<file path="config.mk">
export PLATFORM = sky130hd
export DESIGN_NAME = hdr_cmd_fetch
export DESIGN_NICKNAME = d
export VERILOG_FILES = /design/src/rtl/hdr_pkg.sv /design/src/rtl/hdr_desc_reg.sv /design/src/rtl/hdr_cmd_fetch.sv
export SDC_FILE = /design/constraint.sdc
export NUM_CORES = 1
export LEC_CHECK = 0
export ABC_AREA = 1
export CAP_MARGIN = 20
export CORE_MARGIN = 2
export CORE_UTILIZATION = 50
export CTS_CLUSTER_SIZE = 10
export DETAILED_ROUTE_END_ITERATION = 8
export PLACE_DENSITY = 0.73
export SLEW_MARGIN = 20
export SYNTH_ARGS = -nofsm -noshare
export SYNTH_HDL_FRONTEND = slang
export SYNTH_SLANG_ARGS = --single-unit
export TNS_END_PERCENT = 100
</file>
<file path="constraint.sdc">
create_clock -name i_sys_clk -period 2.8 [get_ports i_sys_clk]
set_input_delay 0.84 -clock i_sys_clk [delete_from_list [all_inputs] [get_ports i_sys_clk]]
set_output_delay 0.84 -clock i_sys_clk [all_outputs]
set_load 0.1 [all_outputs]
</file>
<file path="src/rtl/hdr_pkg.sv">
// hdr_pkg: shared descriptor layout, defaults and FSM encoding for the HDR command fetcher.
package hdr_pkg;
   localparam logic [11:0] CMD_BASE = 12'd100;
   localparam int          MAX_CMDS = 8;
   localparam logic [2:0]  HDR_MODE = 3'd6;
   localparam int CP_BIT   = 7;
   localparam int TOC_BIT  = 6;
   localparam int MODE_MSB = 5;
   localparam int MODE_LSB = 3;
   typedef struct packed {
      logic       cp;
      logic       toc;
      logic [2:0] mode;
      logic [7:0] ccc;
   } desc_t;
   typedef enum logic [2:0] {
      S_IDLE,
      S_RD0,
      S_W0,
      S_RD1,
      S_W1,
      S_LAUNCH,
      S_RUN
   } state_t;
endpackage

</file>
<file path="src/rtl/hdr_desc_reg.sv">
// hdr_desc_reg: active/shadow descriptor pair with byte loads, promotion and shadow-valid flag.
module hdr_desc_reg
   import hdr_pkg::*;
(
   input  logic       i_clk,
   input  logic       i_rst_n,
   input  logic       i_clr,
   input  logic       i_ld0,
   input  logic       i_ld1,
   input  logic       i_to_sh,
   input  logic       i_force_toc,
   input  logic       i_promote,
   input  logic [7:0] i_data,
   output desc_t      o_act,
   output desc_t      o_sh,
   output logic       o_sh_vld
);
   desc_t act_q, act_d, sh_q, sh_d, tgt;
   logic  vld_q, vld_d;

   always_comb begin
      act_d = act_q;
      sh_d  = sh_q;
      vld_d = vld_q;
      tgt   = i_to_sh ? sh_q : act_q;
      if (i_ld0) begin
         tgt.cp   = i_data[CP_BIT];
         tgt.toc  = i_data[TOC_BIT] | i_force_toc;
         tgt.mode = i_data[MODE_MSB:MODE_LSB];
      end
      if (i_ld1) tgt.ccc = i_data;
      if ((i_ld0 | i_ld1) & i_to_sh) sh_d = tgt;
      if ((i_ld0 | i_ld1) & ~i_to_sh) act_d = tgt;
      if (i_ld1 & i_to_sh) vld_d = 1'b1;
      if (i_promote) begin
         act_d = sh_q;
         vld_d = 1'b0;
      end
      if (i_clr) begin
         act_d = '0;
         sh_d  = '0;
         vld_d = 1'b0;
      end
   end

   always_ff @(posedge i_clk or negedge i_rst_n) begin
      if (!i_rst_n) begin
         act_q <= '0;
         sh_q  <= '0;
         vld_q <= 1'b0;
      end else begin
         act_q <= act_d;
         sh_q  <= sh_d;
         vld_q <= vld_d;
      end
   end

   assign o_act    = act_q;
   assign o_sh     = sh_q;
   assign o_sh_vld = vld_q;
endmodule

</file>
<file path="src/rtl/hdr_cmd_fetch.sv">
// hdr_cmd_fetch: reads HDR command descriptors from the register file and feeds the HDR engine,
// prefetching the next descriptor so CP/TOC are ready at each CCC/DDR done.
module hdr_cmd_fetch
   import hdr_pkg::*;
(
   input  logic        i_sys_clk,
   input  logic        i_sys_rst_n,
   input  logic        i_fetch_start,
   input  logic [3:0]  i_cmd_count,
   input  logic [7:0]  i_regf_rd_data,
   output logic        o_regf_rd_en,
   output logic [11:0] o_regf_addr,
   input  logic        i_ccc_done,
   input  logic        i_ddr_mode_done,
   input  logic        i_hdrengine_done,
   output logic        o_hdrengine_en,
   output logic        o_cp,
   output logic        o_toc,
   output logic [2:0]  o_mode,
   output logic [7:0]  o_ccc_code,
   output logic [2:0]  o_tid,
   output logic        o_fetch_done,
   output logic        o_fetch_err
);
   state_t     state_q, state_d;
   logic       pf_q, pf_d;
   logic [3:0] last_q, last_d, fseq_q, fseq_d;
   logic [2:0] fptr_q, fptr_d, tid_q, tid_d, mode_q, mode_d;
   logic       en_q, en_d, cp_q, cp_d, toc_q, toc_d, done_q, done_d, err_q, err_d;
   logic [7:0] ccc_q, ccc_d;
   logic       clr, promote, evt;
   logic [2:0] fptr_nx;
   desc_t      act, sh;
   logic       sh_vld;

   assign fptr_nx = (fptr_q == 3'(MAX_CMDS - 1)) ? 3'd0 : fptr_q + 3'd1;
   assign evt     = i_ccc_done | i_ddr_mode_done;

   hdr_desc_reg u_desc (
      .i_clk       (i_sys_clk),
      .i_rst_n     (i_sys_rst_n),
      .i_clr       (clr),
      .i_ld0       (state_q == S_W0),
      .i_ld1       (state_q == S_W1),
      .i_to_sh     (pf_q),
      .i_force_toc (fseq_q == last_q),
      .i_promote   (promote),
      .i_data      (i_regf_rd_data),
      .o_act       (act),
      .o_sh        (sh),
      .o_sh_vld    (sh_vld)
   );

   always_comb begin
      state_d = state_q;
      pf_d    = pf_q;
      last_d  = last_q;
      fseq_d  = fseq_q;
      fptr_d  = fptr_q;
      tid_d   = tid_q;
      mode_d  = mode_q;
      en_d    = en_q;
      cp_d    = cp_q;
      toc_d   = toc_q;
      ccc_d   = ccc_q;
      err_d   = err_q;
      done_d  = 1'b0;
      clr     = 1'b0;
      promote = 1'b0;
      case (state_q)
         S_IDLE: if (i_fetch_start) begin
            clr     = 1'b1;
            err_d   = 1'b0;
            last_d  = (i_cmd_count == 4'd0) ? 4'd0 : i_cmd_count - 4'd1;
            fseq_d  = 4'd0;
            fptr_d  = 3'd0;
            pf_d    = 1'b0;
            state_d = S_RD0;
         end
         S_RD0: state_d = S_W0;
         S_W0: state_d = S_RD1;
         S_RD1: state_d = S_W1;
         S_W1: state_d = pf_q ? S_RUN : S_LAUNCH;
         S_LAUNCH: begin
            en_d    = 1'b1;
            cp_d    = act.cp;
            toc_d   = act.toc;
            mode_d  = act.mode;
            ccc_d   = act.ccc;
            tid_d   = fptr_q;
            state_d = S_RUN;
            if (!act.toc) begin
               pf_d    = 1'b1;
               fseq_d  = fseq_q + 4'd1;
               fptr_d  = fptr_nx;
               state_d = S_RD0;
            end
         end
         default: ;
      endcase
      // While the engine runs, its events override the fetch walk (including an in-flight prefetch).
      if (en_q) begin
         if (sh_vld) cp_d = sh.cp;
         if (i_hdrengine_done) begin
            en_d    = 1'b0;
            done_d  = ~err_q;
            pf_d    = 1'b0;
            state_d = S_IDLE;
         end else if (evt && !act.toc) begin
            if (sh_vld) begin
               promote = 1'b1;
               cp_d    = sh.cp;
               toc_d   = sh.toc;
               mode_d  = sh.mode;
               ccc_d   = sh.ccc;
               tid_d   = fptr_q;
               if (!sh.toc) begin
                  pf_d    = 1'b1;
                  fseq_d  = fseq_q + 4'd1;
                  fptr_d  = fptr_nx;
                  state_d = S_RD0;
               end
            end else begin
               err_d   = 1'b1;
               en_d    = 1'b0;
               pf_d    = 1'b0;
               state_d = S_IDLE;
            end
         end
      end
   end

   always_ff @(posedge i_sys_clk or negedge i_sys_rst_n) begin
      if (!i_sys_rst_n) begin
         state_q <= S_IDLE;
         pf_q    <= 1'b0;
         last_q  <= 4'd0;
         fseq_q  <= 4'd0;
         fptr_q  <= 3'd0;
         tid_q   <= 3'd0;
         mode_q  <= 3'd0;
         en_q    <= 1'b0;
         cp_q    <= 1'b0;
         toc_q   <= 1'b0;
         ccc_q   <= 8'd0;
         err_q   <= 1'b0;
         done_q  <= 1'b0;
      end else begin
         state_q <= state_d;
         pf_q    <= pf_d;
         last_q  <= last_d;
         fseq_q  <= fseq_d;
         fptr_q  <= fptr_d;
         tid_q   <= tid_d;
         mode_q  <= mode_d;
         en_q    <= en_d;
         cp_q    <= cp_d;
         toc_q   <= toc_d;
         ccc_q   <= ccc_d;
         err_q   <= err_d;
         done_q  <= done_d;
      end
   end

   assign o_regf_rd_en   = (state_q == S_RD0) | (state_q == S_RD1);
   assign o_regf_addr    = CMD_BASE + {8'd0, fptr_q, 1'b0} + {11'd0, state_q == S_RD1};
   assign o_hdrengine_en = en_q;
   assign o_cp           = cp_q;
   assign o_toc          = toc_q;
   assign o_mode         = mode_q;
   assign o_ccc_code     = ccc_q;
   assign o_tid          = tid_q;
   assign o_fetch_done   = done_q;
   assign o_fetch_err    = err_q;
endmodule

</file>
==> run_results.csv, run 1 <==
group,metric,value,unit
outcome,outcome,"finished clean",
route,dr.pass1.iters,5,
synth,netlist_area,3400,sq um
worst_setup_path,critPathRequiredTime,1.96,ns
synth,avgSynthCellArea,7.81,sq um
finish,regArea,1530,sq um
synth,synth_cell_types,33,
synth,synth_edf_count,0,
timing,slew_viol_final,0,
placement,io_buffer_count,42,
finish,instances_no_fill,558,
timing,max_freq,430,MHz
clock_tree,cts-resized-gates,0,
worst_setup_path,worstSetupEndpointType,"output port",
worst_setup_path,crit_type,"reg2out",
grt,track_usage,23.6,%
job,cap_viol_max_count,0,
timing,fin_setup_tns,0,ns
synth,ys_warn_count,0,
grt,grt_max_degree,37,
worst_setup_path,crit_chain,"inv_1 -> nor3_2 -> buf_12",
floorplan,num_rows,30,
placement,hpwl,5300,um
hold_path,hold_class,"reg2reg",
timing,rsz0062_at_grt,"false",
synth,synth_ff_type,"dfrtp_1",
timing,worstMarginPinSlew,0.669,ns
timing,skew,0.00789,ns
finish,diodes,0,
worst_setup_path,startpoint_type,"flop",
finish,nFillCells,595,
floorplan,initial_core_util,50.8,%
floorplan,die_area,7470,sq um
clock_tree,cts_buffer_depth,2,
route,drt_wl_total,8100,um
grt,grt_first_pass_wirelength,13900,um
grt,antenna_found_initial,0,
grt,grt-ovfl-total,0,
clock_tree,clk_pin_slew,0.07,ns
worst_setup_path,cp_max_fo,7,
clock_tree,clkSinkCount,61,
route,ant_nets,0,
clock_tree,numCtsBuffers,9,
floorplan,core,6680,sq um
finish,mostFrequentLayoutCells,"nand2_1 (163), dfrtp_1 (61), inv_1 (45)",
clock_tree,cts_setup_buffers,0,
floorplan,die_w,86.4,um
clock_tree,cts_tree,"yes",
synth,async_flop_share,100,%
finish,final_common_cell,"nand2_1",
clock_tree,hold_buffers,0,
route,via_count,3000,
synth,synth_seq_cells,61,
route,vias_per_cell,5.38,
worst_setup_path,slowest_stage,"dfrtp_1",
timing,period_minus_slack,2.32,ns
timing,slew_headroom,55.4,%
worst_setup_path,slowest_delay,0.57,ns
timing,finalCritPeriodShare,83.0,%
floorplan,die_h,86.4,um
finish,finalNetCount,495,
floorplan,ios,50,
finish,drive_gt1_share,14.6,%
clock_tree,htree_levels,3,
placement,numPlacedInstances,542,
clock_tree,root_buffer,"clkbuf_8",
placement,gp_congestion,0.897,
route,drc,0,
route,routedWlPerCell,14.5,um
finish,multiInputGateArea,1500,sq um
worst_setup_path,arrival,1.48,ns
synth,synth-seq-area-share,45.0,%
synth,syn_inst,435,
route,drt-initial-drc-count,219,
clock_tree,clk_latency,0.34,ns
grt,grt_pass1_vias,2933,
finish,syn_to_final_growth,15.9,%
timing,setup_viol_count_final,0,
timing,hold_viol,0,
per-stage QoR:
| stage | setup slack [ns] | utilization, % | hold WS (ns) | cell area, sq um |
|---|---|---|---|---|
| floorplan | 0.176 | - | 0.464 | 3420 |
| global route | 0.371 | 58.9 | 0.517 | 3940 |
| finish | 0.476 | 58.9 | 0.493 | 3940 |
| global placement | 0.370 | 56.0 | 0.470 | 3740 |
| CTS | 0.457 | 58.9 | 0.491 | 3940 |
| detailed placement | 0.262 | 56.0 | 0.478 | 3740 |
logic make-up (layout without fill, tap and decap cells):
group / after synthesis / in the layout / synth area share, %
compound gates: 54 / 54 / 9.32
xor+xnor: 3 / 3 / 0.774
fa+ha+maj: 4 / 4 / 1.47
buf+inv: 76 / 114 / 11.5
flops: 61 / 61 / 45.0
other cells: 2 / 7 / 0.221
simple gates: 235 / 235 / 31.8
flip-flops by register name, indices dropped and copies added, names as in the netlist:
signal	cells
o_mode	3
last_q	4
o_ccc_code	8
fseq_q	4
u_desc.o_act	13
pf_q	1
o_tid	3
state_q	3
u_desc.o_sh_vld	1
o_cp	1
o_fetch_err	1
o_hdrengine_en	1
u_desc.o_sh	13
fptr_q	3
o_toc	1
o_fetch_done	1
Yosys cell counts, types with 3 or more instances:
cell / number / area share, %
nor2_4: 4 / 1.3
xor2_1: 3 / 0.77
inv_2: 4 / 0.44
nand2_1: 163 / 18
buf_4: 11 / 2.4
nand4_1: 12 / 2.2
dfrtp_1: 61 / 45
nand2_2: 5 / 0.92
o21ai_0: 12 / 1.8
nand3_1: 32 / 4.7
ha_1: 4 / 1.5
a21oi_1: 5 / 0.74
o21ai_1: 13 / 1.9
o22ai_1: 14 / 2.6
buf_2: 7 / 1.0
buf_6: 7 / 2.3
inv_1: 45 / 5.0
nor3_1: 3 / 0.44
nor2_1: 8 / 0.88
nand2_4: 3 / 0.99
nand3_4: 4 / 2.1
layer usage:
layer | GRT usage (%) | part of all wire, % | vias to the layer above
met3 | 5.62 | 6.3 | 10
met1 | 32.0 | 46 | 1403
met2 | 36.6 | 46 | 117
li1 | - | - | 1470
met4 | 9.66 | 1.5 | 0
met5 | 0 | 0 | -
cell type report:
cell class | count | share of cell area, %
Timing Repair Buffer | 48 | 10.7
Sequential cell | 61 | 38.8
Tap cell | 80 | 2.54
Multi-Input combinational cell | 303 | 38.2
Inverter | 50 | 4.83
Clock buffer | 12 | 3.69
Clock inverter | 4 | 1.21
path summary, 6_finish.rpt:
| path | cells after the start | slack (ns) | from | to |
|---|---|---|---|---|
| worst max-delay path | 3 | 0.48 | state_q[0] | o_regf_addr[0] |
| worst min-delay path | 1 | 0.49 | o_fetch_err | o_fetch_done |
| worst max register to register | 6 | 0.65 | state_q[2] | u_desc.o_sh[1] |
| worst min register to register | 1 | 0.49 | o_fetch_err | o_fetch_done |
| max in group asynchronous | 2 | 1.64 | i_sys_rst_n | u_desc.o_sh[1] |
| min in group asynchronous | 1 | 0.53 | i_sys_rst_n | o_fetch_err |
critical path: cells and delay by family (launching register included):
| family | cells | cell delay, ns |
|---|---|---|
| buffers and inverters | 2 | 0.33 |
| AND/OR/NAND/NOR | 1 | 0.24 |
| flip-flops | 1 | 0.57 |
Power of run 1 is left out: the tool's default activity adds up to more than one toggle a clock period on the data nets, which glitch-free logic cannot reach.
==> run 2: changes to the inputs <==
CORE_UTILIZATION = 49   (was 50)
PLACE_DENSITY = 0.75   (was 0.73)
clock period = 2.1 ns   (was 2.8 ns; I/O delays follow)
==> run 2 against run 1 <==
Net effect: non-clock buffer count rose by 12; routed wire length fell by 1.6%; die area grew 1.9%; sequential cell count is the same; global-route usage is 0.95 points lower; largest cell class unchanged; clock skew fell by 0.0017 ns; worst hold slack got worse by 0.31 ns; cell count is 2.0% higher; design area is 9.2% higher; core utilization increased by 4.7 points; count of clock-buffer cells in the layout rose by 1; critical endpoint unchanged.
==> run_results.csv, run 2 (same netlist as run 1, synthesis figures left out) <==
group,metric,value,unit
route,vias_per_cell,5.43,
power,power_leakage,2.24,nW
clock_tree,clk_pin_slew,0.06,ns
route,drt_wl_total,7970,um
grt,grt_max_degree,34,
timing,worstMarginPinSlew,0.543,ns
worst_setup_path,worst-path-buf-inv,1,
hold_path,hold_class,"in2async",
timing,rsz0062_at_grt,"false",
finish,diodes,0,
floorplan,core,6760,sq um
grt,grt_first_pass_wirelength,13500,um
grt,antenna_found_initial,0,
floorplan,die_h,87.2,um
timing,period_minus_slack,2.01,ns
worst_setup_path,crit_family,"flip-flops",
timing,hold_viol,0,
placement,gp_congestion,0.871,
power,power_density,1830,nW/um^2
grt,track_usage,22.7,%
floorplan,num_rows,30,
grt,grt-busiest-layer,"met2",
finish,finalNetCount,507,
power,irDropWorstVdd,1.37,mV
timing,fin_setup_tns,0,ns
worst_setup_path,rr_worst_depth,7,
worst_setup_path,crit_type,"reg2out",
worst_setup_path,crit_chain,"nor3_2 -> buf_12",
placement,hpwl,5600,um
timing,finalCritPeriodShare,95.8,%
clock_tree,root_buffer,"clkbuf_8",
grt,met1_usage,31.6,%
worst_setup_path,reg2reg_from,"state_q[2]",
route,routedWlPerCell,14.0,um
clock_tree,clkSinkCount,61,
clock_tree,cts_tree,"yes",
grt,grt_pass1_vias,2939,
finish,drive_gt1_share,16.8,%
worst_setup_path,slowest_delay,0.53,ns
floorplan,die_w,87.2,um
worst_setup_path,critPathRequiredTime,1.47,ns
floorplan,ios,50,
clock_tree,clk_latency,0.34,ns
clock_tree,hold_buffers,0,
worst_setup_path,worstSetupEndpointType,"output port",
finish,nFillCells,576,
worst_setup_path,startpoint_type,"flop",
worst_setup_path,slowest_stage,"dfrtp_1",
floorplan,die_area,7610,sq um
grt,gr-usage-met3,3.79,%
clock_tree,htree_levels,3,
worst_setup_path,arrival,1.38,ns
timing,slew_viol_final,0,
route,ant_nets,0,
finish,mostFrequentLayoutCells,"nand2_1 (163), dfrtp_1 (60), inv_1 (45)",
worst_setup_path,cp_max_fo,8,
route,drc,0,
clock_tree,numCtsBuffers,9,
finish,syn_to_final_growth,26.5,%
timing,slew_headroom,63.8,%
grt,use_met2,35.1,%
finish,finalInstanceArea,4300,sq um
worst_setup_path,timing.rr.end,"u_desc.o_act[11]",
finish,final_common_cell,"nand2_1",
timing,max_freq,497,MHz
route,dr.pass1.iters,5,
placement,post_dp_cell_area,4140,sq um
finish,final_core_util,63.6,%
placement,io_buffer_count,42,
floorplan,initial_core_util,50.3,%
worst_setup_path,ff2ff_setup_slack,0.47,ns
grt,grt-ovfl-total,0,
route,drt-initial-drc-count,271,
timing,setup_viol_count_final,0,
clock_tree,cts_setup_buffers,0,
route,via_count,3091,
timing,skew,0.00622,ns
job,cap_viol_max_count,0,
outcome,outcome,"finished clean",
clock_tree,cts_buffer_depth,2,
==> run 2: repair_timing <==
item / CTS / global route
setup endpoints to repair: 1 / 0
hold endpoints to repair: 0 / 0
gates resized for setup: 1 / 0
==> run 2: layout make-up <==
type / instances / area, sq um / area share [%]
Timing Repair Buffer: 60 / 813 / 18.9
Sequential cell: 61 / 1530 / 35.6
Inverter: 50 / 190 / 4.43
Clock inverter: 2 / 10.0 / 0.233
Multi-Input combinational cell: 303 / 1510 / 35.0
Tap cell: 80 / 100 / 2.33
Clock buffer: 13 / 149 / 3.47
==> run 2: worst max-delay path by stage <==
| stage | start | endpoint | slack (ns) | depth (start not counted) |
|---|---|---|---|---|
| 6_report | state_q[2] | o_regf_addr[0] | 0.09 | 2 |
| 5_1_grt | state_q[0] | o_regf_addr[0] | 0.05 | 3 |
| 4_1_cts | state_q[2] | o_regf_addr[0] | 0.08 | 2 |
| 3_5_place_dp | i_ddr_mode_done | fptr_q[0] | 0.01 | 9 |
| 3_3_place_gp | i_ddr_mode_done | fptr_q[0] | 0.05 | 9 |
| 2_1_floorplan | state_q[2] | o_regf_addr[0] | -0.27 | 2 |
==> run 2: power breakdown <==
group          internal [mW]  switching [mW]  leakage, nW
clock network          0.451           0.437       0.0833
logic                   1.67            3.16         1.37
registers               1.65           0.492        0.795
==> run 2: metrics by stage <==
step	worst slack [ns]	hold WS [ns]	std cells	total power, mW
after floorplan	-0.271	0.334	440	5.50
after global placement	0.0499	0.488	554	6.85
after detailed placement	0.0117	0.493	554	6.97
after CTS	0.0818	0.189	569	7.87
after global routing	0.0459	0.197	569	8.34
final	0.0882	0.183	569	7.85
==> run 2: per-layer routing <==
metal | up-vias | wire length [um]
met3 | 18 | 518
met1 | 1462 | 3450
met5 | - | 0
met4 | 0 | 157
li1 | 1491 | -
met2 | 120 | 3850
==> run 2: worst register-to-register path: stages (launching register included) <==
cell     delay (ns)
dfrtp_1        0.53
nand2_4        0.29
nand2_2        0.11
nand2_2        0.09
nand3_4        0.11
inv_2          0.25
nand2_1        0.10
nand2_1        0.09
No activity file was read; power rests on OpenSTA's default activity.
==> run 3: changes to the inputs <==
CORE_UTILIZATION = 50   (was 49)
PLACE_DENSITY = 0.76   (was 0.75)
SYNTH_HIERARCHICAL = 1   (was not set)
clock period = 1.8 ns   (was 2.1 ns; I/O delays follow)
==> run 3 against run 2 <==
Net effect: the run now ends with negative setup slack left; count of clock-buffer cells in the layout decreased by 1; routed wire length increased by 8.1%; design area increased by 12%; largest cell class is now multi-input gates; first-iteration DRC count decreased by 16%; clock power increased by 44%; synthesized cell count increased by 6.4%; cell count increased by 11%; largest power group unchanged; sequential power increased by 18%; core utilization increased by 6.6 points; area after synthesis increased by 5.7%; register-to-register slack got worse by 0.38 ns; total power increased by 35%.
==> run_results.csv, run 3 <==
group,metric,value,unit
outcome,outcome,"finished with violations",
outcome,violations,"negative setup slack",
route,dr.pass1.iters,5,
worst_setup_path,crit_start,"state_q[0]",
clock_tree,cts_tree,"yes",
synth,synth_area_leaders,"dfrtp_1 (43%), nand2_1 (15%), nand3_1 (6.8%), inv_1 (3.9%), o21ai_0 (3.1%)",
clock_tree,htree_levels,3,
worst_setup_path,critPathRequiredTime,1.26,ns
clock_tree,numCtsBuffers,9,
timing,setup_viol_count_final,2,
timing,rsz0062_at_grt,"true",
worst_setup_path,timing.rr.end,"u_desc/o_sh[11]",
finish,mostFrequentLayoutCells,"nand2_1 (145), dfrtp_1 (56), nand3_1 (49)",
worst_setup_path,crit_chain,"inv_4 -> nor3_4 -> or2_4 -> buf_12",
worst_setup_path,slowest_delay,0.46,ns
floorplan,die_area,7870,sq um
route,vias_per_cell,5.08,
timing,finalCritPeriodShare,105,%
synth,async_flop_share,100,%
finish,syn_to_final_growth,34.4,%
synth,synth_cell_types,34,
finish,nFillCells,539,
worst_setup_path,worstSetupEndpointType,"output port",
synth,netlist_area,3590,sq um
synth,avgSynthCellArea,7.75,sq um
synth,ys_warn_count,6,
grt,grt_max_degree,34,
synth,synth_edf_count,0,
worst_setup_path,cp_max_fo,4,
timing,skew,0.00734,ns
finish,drive_gt1_share,27.7,%
synth,synth_ff_type,"dfrtp_1",
hold_path,hold_class,"in2async",
route,drt-initial-drc-count,228,
synth,synth_seq_cells,61,
timing,period_minus_slack,1.88,ns
clock_tree,clkSinkCount,61,
synth,synth_top_area_cell,"dfrtp_1",
floorplan,die_h,88.7,um
route,routedWlPerCell,13.6,um
finish,multiInputGateArea,1770,sq um
worst_setup_path,startpoint_type,"flop",
worst_setup_path,crit_type,"reg2out",
worst_setup_path,slowest_stage,"dfrtp_2",
floorplan,core,6870,sq um
grt,grt-ovfl-total,0,
worst_setup_path,rr_worst_depth,11,
synth,synth_common_cells,"nand2_1 (146), dfrtp_1 (61), nand3_1 (49)",
grt,antenna_found_initial,0,
timing,worst_slack,-0.0827,ns
timing,hold_viol,0,
placement,hpwl,5830,um
grt,grt_pass1_vias,3145,
power,irDropWorstVdd,1.20,mV
synth,syn_inst,463,
grt,track_usage,24.3,%
synth,yosysTopAreaCellShare,42.5,%
clock_tree,clk_pin_slew,0.07,ns
placement,dp_slack,-0.265,ns
job,cap_viol_max_count,0,
timing,fin_setup_tns,-0.120,ns
worst_setup_path,ff2ff_setup_slack,0.09,ns
route,drt_wl_total,8620,um
placement,io_buffer_count,42,
worst_setup_path,worst-path-buf-inv,2,
finish,final_common_cell,"nand2_1",
route,drc,0,
timing,max_freq,531,MHz
clock_tree,hold_buffers,0,
finish,finalNetCount,555,
timing,slew_viol_final,0,
power,power_leakage,2.49,nW
power,power_density,2200,nW/um^2
route,via_count,3222,
synth,synth-seq-area-share,42.5,%
worst_setup_path,crit_family,"flip-flops",
placement,gp_congestion,0.824,
finish,regArea,1540,sq um
clock_tree,cts_buffer_depth,2,
finish,diodes,0,
floorplan,die_w,88.7,um
floorplan,num_rows,30,
worst_setup_path,arrival,1.34,ns
clock_tree,root_buffer,"clkbuf_8",
clock_tree,clk_latency,0.34,ns
floorplan,initial_core_util,52.3,%
grt,grt_first_pass_wirelength,14500,um
worst_setup_path,reg2reg_from,"state_q[0]",
synth,yosysMostFrequentCell,"nand2_1",
route,ant_nets,0,
floorplan,ios,50,
## run 3: what timing repair did
action,CTS,global route
cloned,0,0
resized for setup,7,10
setup endpoints to repair,3,29
pin swaps,4,3
setup buffers,7,2
## run 3: area by class of cell
class	instances	share of cell area, %
clock buffers	12	3.42
flip-flops and latches	61	31.8
multi-input cells	339	36.7
well taps	96	2.49
clock inverters	4	0.934
repair buffers	77	20.6
inverters	45	4.02
## run 3: through the flow
stage	util [%]	cells	hold slack [ns]	area [sq um]	total power, mW
floorplan	-	468	0.244	3650	6.92
global placement	65.4	609	0.483	4500	8.90
detailed placement	65.4	609	0.491	4500	9.04
CTS	69.6	632	0.122	4780	10.5
global route	70.2	634	0.135	4820	11.2
finish	70.2	634	0.121	4820	10.6
## run 3: worst max-delay path by stage
stage / end / slack, ns / cells after the start
2_1_floorplan: o_regf_rd_en / -0.53 / 3
3_3_place_gp: u_desc/o_act[2] / -0.23 / 11
3_5_place_dp: u_desc/o_act[9] / -0.27 / 11
4_1_cts: o_regf_rd_en / -0.08 / 5
5_1_grt: o_regf_rd_en / -0.13 / 4
6_report: o_regf_rd_en / -0.08 / 4
## run 3: worst reg2reg max path: cells and delay by family, from the launching register on
kind | cells | cell delay, ns
simple gates | 5 | 0.43
buf+inv | 5 | 0.64
flops | 1 | 0.46
compound gates | 1 | 0.12
## run 3: cells by family after synthesis
group,after synthesis,share of synthesized area (%)
buffers and inverters,68,10.4
other,2,0.209
AO/OA/AOI/OAI,52,9.31
XOR/XNOR,6,1.46
adder cells (fa/ha/maj),4,1.39
flip-flops,61,42.5
AND/OR/NAND/NOR,270,34.7
## run 3: metal layers
layer | wire [um] | track usage, %
met1 | 3790 | 32.0
met2 | 4270 | 40.2
met3 | 448 | 5.13
met4 | 109 | 7.85
met5 | 0 | 0
## run 3: report_power, final
group,switching (mW),internal [mW],leakage [nW]
registers,0.584,1.94,0.785
clock network,0.539,0.745,0.112
logic,4.15,2.63,1.59
total,5.27,5.32,2.49
